[src/rtl/seq_pkg.sv]
// rtl/seq_pkg.sv - shared FSM state encoding and gap counter width
package seq_pkg;

  // State encoding shared by the serializer and the serial sequence detectors
  typedef enum logic [1:0] {
    IDLE  = 2'd0,
    SHIFT = 2'd1,
    GAP   = 2'd2
  } seq_state_t;

  // Width of the inter-word idle gap counter (gap lengths 0..15)
  localparam int GAP_CNT_W = 4;

endpackage

[src/rtl/seq_serializer.sv]
// rtl/seq_serializer.sv - parallel-to-serial stage with one-word hold buffer and idle gap
module seq_serializer
  import seq_pkg::*;
#(
  parameter int W          = 8,
  parameter bit MSB_FIRST  = 1'b1,
  parameter int GAP_CYCLES = 0
) (
  input  logic         clk,
  input  logic         rst,
  input  logic [W-1:0] din,
  input  logic         din_valid,
  output logic         din_ready,
  output logic         ser_out,
  output logic         ser_valid,
  output logic         ser_last,
  output logic         busy
);

  localparam int                   BW       = (W > 1) ? $clog2(W) : 1;
  localparam logic [BW-1:0]        LAST_BIT = BW'(W - 1);
  localparam bit                   HAS_GAP  = (GAP_CYCLES > 0);
  // Gap counter counts down to zero, so GAP lasts GAP_CYCLES cycles
  localparam logic [GAP_CNT_W-1:0] GAP_LOAD = HAS_GAP ? GAP_CNT_W'(GAP_CYCLES - 1) : '0;

  seq_state_t           state;
  logic [W-1:0]         shreg;
  logic [W-1:0]         hold;
  logic                 hold_full;
  logic [BW-1:0]        bit_cnt;
  logic [GAP_CNT_W-1:0] gap_cnt;

  logic accept;
  logic word_end;
  logic gap_end;
  logic reload_pt;
  logic to_hold;

  // Handshake and word-boundary decode; reload_pt marks the edge where the next word may start
  always_comb begin
    accept    = din_valid && !hold_full;
    word_end  = (state == SHIFT) && (bit_cnt == LAST_BIT);
    gap_end   = (state == GAP) && (gap_cnt == '0);
    reload_pt = (word_end && !HAS_GAP) || gap_end;
    // An accepted word bypasses the hold register only when it is loaded straight into the shifter
    to_hold   = accept && (state != IDLE) && !(reload_pt && !hold_full);
  end

  // Outputs decode from registers only, so din_valid never reaches them combinationally
  assign din_ready = !hold_full;
  assign ser_valid = (state == SHIFT);
  assign ser_out   = ser_valid && (MSB_FIRST ? shreg[W-1] : shreg[0]);
  assign ser_last  = word_end;
  assign busy      = (state != IDLE) || hold_full;

  // Serializer FSM, shifter, counters and hold register
  always_ff @(posedge clk) begin
    if (rst) begin
      state     <= IDLE;
      shreg     <= '0;
      hold      <= '0;
      hold_full <= 1'b0;
      bit_cnt   <= '0;
      gap_cnt   <= '0;
    end else begin
      case (state)
        IDLE: begin
          if (accept) begin
            shreg   <= din;
            bit_cnt <= '0;
            state   <= SHIFT;
          end
        end
        SHIFT: begin
          shreg   <= MSB_FIRST ? {shreg[W-2:0], 1'b0} : {1'b0, shreg[W-1:1]};
          bit_cnt <= word_end ? '0 : bit_cnt + 1'b1;
          if (word_end) begin
            if (HAS_GAP) begin
              state   <= GAP;
              gap_cnt <= GAP_LOAD;
            end else if (hold_full) begin
              shreg <= hold;
            end else if (accept) begin
              shreg <= din;
            end else begin
              state <= IDLE;
            end
          end
        end
        GAP: begin
          if (gap_cnt != '0) begin
            gap_cnt <= gap_cnt - 1'b1;
          end else begin
            bit_cnt <= '0;
            if (hold_full) begin
              shreg <= hold;
              state <= SHIFT;
            end else if (accept) begin
              shreg <= din;
              state <= SHIFT;
            end else begin
              state <= IDLE;
            end
          end
        end
        default: state <= IDLE;
      endcase

      // Hold register: a new word replaces a reloaded one, otherwise a reload empties it
      if (to_hold) begin
        hold      <= din;
        hold_full <= 1'b1;
      end else if (reload_pt && hold_full) begin
        hold_full <= 1'b0;
      end
    end
  end

endmodule

[config.mk]
export PLATFORM = sky130hd
export DESIGN_NAME = seq_serializer
export DESIGN_NICKNAME = d
export VERILOG_FILES = /design/src/rtl/seq_pkg.sv /design/src/rtl/seq_serializer.sv
export SDC_FILE = /design/constraint.sdc
export NUM_CORES = 1
export LEC_CHECK = 0
export CORE_MARGIN = 1
export CORE_UTILIZATION = 40
export DETAILED_ROUTE_END_ITERATION = 8
export HOLD_SLACK_MARGIN = 0.03
export SLEW_MARGIN = 20
export SYNTH_ARGS = -nofsm -noshare
export SYNTH_HDL_FRONTEND = slang
export SYNTH_SLANG_ARGS = --single-unit
[constraint.sdc]
create_clock -name clk -period 2.21 [get_ports clk]
set_input_delay 0.5525 -clock clk [delete_from_list [all_inputs] [get_ports clk]]
set_output_delay 0.5525 -clock clk [all_outputs]
set_load 0.05 [all_outputs]
==> metrics.txt <==
r2r worst-path depth 8; worst r2r dst shreg[1]$_SDFFE_PP0P_; first-pass GRT wire length 4220 um; max_cap viols 0; PD cells 651 mW/mm^2; fin crit period 2.06 ns; vias in the first global route 947; Crit path arrival time 2.24 ns; DR vias 970; Routed Wire Length 2460 um; worst slew pin tran 0.388 ns; synthesis-to-layout area growth 30.6%; leak pwr 0.535 nW; Setup crit start kind input port; Avg Synthesized Cell Area 8.85 um^2; clock sink count 21; cts bufs inserted 3; Initial Utilization 42.8%; Clock transition at path regs 0.11 ns; share of cells above drive strength 1 25.0%; clock root cell clkbuf_4; Worst Hold Class flop to flop; DP HPWL 1850 um; die area 0.00289 mm^2; FMAX 486 MHz; CP Capture Type flop; syn nets 136; status finished clean; worst hold slack 0.462 ns; gpl congestion 0.766; postcts setup bufs 0; fin util 56.0%; Congestion Overflow GR 0; row count 18; H-tree depth 1; commonest non-fill, non-tap cell in the layout nand2_1; Max IR drop VDD 0.000467 V; drt first pass iters 4; core area 0.00250 mm^2; Die X 53.7 um; Ant. Diodes 0; Synth Instances 121; antenna viol nets, final 0; worst hold path depth 2; largest net degree at the start of global routing 15; Final period util 93.1%; most frequent cells in the layout nand2_1, dfxtp_1, buf_4; DRC Markers 0; Max Root-Sink Buffers 2; area of the mapped netlist 0.00107 mm^2; Slew headroom 74.1%; reg2reg setup slack 0.49 ns; worst-path fanout max 7; Vias/cell 5.33; wire per inst 13.5 um; Final Hold Fails 0; Unique masters post-synth 30; Hold EP hold[0]$_SDFFE_PP0P_; initial DRC count 12; min-delay src hold[0]$_SDFFE_PP0P_; final setup fails 0; main flop type after synthesis dfxtp_1; Yosys Warn Count 0; port bufs 15; register area share after synthesis 39.3%; Post-synth EDFFs 0; synthesis-stage register bit count 21; unrepaired setup endpoints after global routing false; worst skew pair latency 0.30 ns; Die Span Y 53.7 um; I/O Pins 16; CTS tree done; initial antenna violation count 0; CTS resizes 1; final net count 168; Hold Buf Count CTS 0; Critical Path RT 2.39 ns; Layout Skew 0.00481 ns; Setup CP Type input port to flop; asr flop ratio synth 0%; fin. max-slew vios 0; R2R Path Start hold_full$_SDFFE_PP0P_; GRT Overall Usage 20.4%
final cells by class:
type | count | area [um^2]
sequential | 21 | 420
clock buffer | 4 | 26.3
multi-input combinational | 89 | 586
timing repair buffer | 33 | 310
fill | 232 | 1100
tap | 30 | 37.5
inverter | 5 | 18.8
per-stage QoR:
stage / total power, mW / setup TNS, ns / cell area (um^2) / cells / setup slack (ns)
final: 0.910 / 0 / 1400 / 182 / 0.152
after global routing: 0.959 / 0 / 1400 / 182 / 0.0442
after CTS: 0.917 / 0 / 1390 / 182 / 0.0321
after detailed placement: 0.731 / -1.23 / 1370 / 178 / -0.187
after global placement: 0.724 / -0.684 / 1370 / 178 / -0.102
after floorplan: 0.616 / 0 / 1070 / 121 / 0.135
cell usage after synthesis, types with 2 or more instances:
cell type   n  area (um^2)
nand2_1    25         93.8
dfxtp_1    21          420
a21oi_1    19         95.1
nor3b_1     7         52.6
nor2_1      5         18.8
ha_1        4         50.1
inv_1       4         15.0
o2bb2ai_1   4         35.0
a221o_2     3         33.8
a22oi_1     3         22.5
buf_2       3         15.0
o211ai_1    3         22.5
buf_6       2         22.5
o21ai_0     2         10.0
sequential cells by signal (all words and copies together) (netlist names):
register	count
bit_cnt	3
hold	8
hold_full	1
shreg	8
state	1
worst max path at each step:
stage                                  from  slack (ns)  depth (start not counted)                    end
floorplan             state[0]$_SDFFE_PP0P_        0.13                          6  shreg[5]$_SDFFE_PP0P_
global placement                  din_valid       -0.10                          8  shreg[5]$_SDFFE_PP0P_
detailed placement                din_valid       -0.19                          9  shreg[1]$_SDFFE_PP0P_
CTS                 bit_cnt[0]$_SDFFE_PP0P_        0.03                          5               ser_last
global route                      din_valid        0.04                          9  shreg[1]$_SDFFE_PP0P_
finish                            din_valid        0.15                          9  shreg[1]$_SDFFE_PP0P_
per-layer routing:
metal | vias up | routed length (um) | track usage [%]
met5 | - | 0 | 0
met4 | 0 | 10 | 5.26
met2 | 11 | 1190 | 35.4
li1 | 503 | - | -
met3 | 2 | 61 | 5.08
met1 | 454 | 1200 | 24.7
report_power, final:
part	switching, mW	internal, mW
registers	0.0182	0.413
logic	0.158	0.132
clock network	0.119	0.0704
kinds of logic (layout without fill, tap and decap cells):
| kind of cell | count (synthesis) | count (layout) | synth area share (%) |
|---|---|---|---|
| AND/OR/NAND/NOR | 44 | 44 | 23.6 |
| AO/OA/AOI/OAI | 41 | 41 | 25.9 |
| adder cells (fa/ha/maj) | 4 | 4 | 4.67 |
| flip-flops | 21 | 21 | 39.3 |
| buffers and inverters | 11 | 42 | 6.54 |
critical path, cell delays in order:
cell	delay [ns]
clkdlybuf4s50_1	0.43
and2b_2	0.22
inv_1	0.09
ha_1	0.20
buf_4	0.16
nor4_4	0.05
buf_4	0.17
a22oi_1	0.23
o211ai_1	0.14
(Power assumes the default switching activity.)
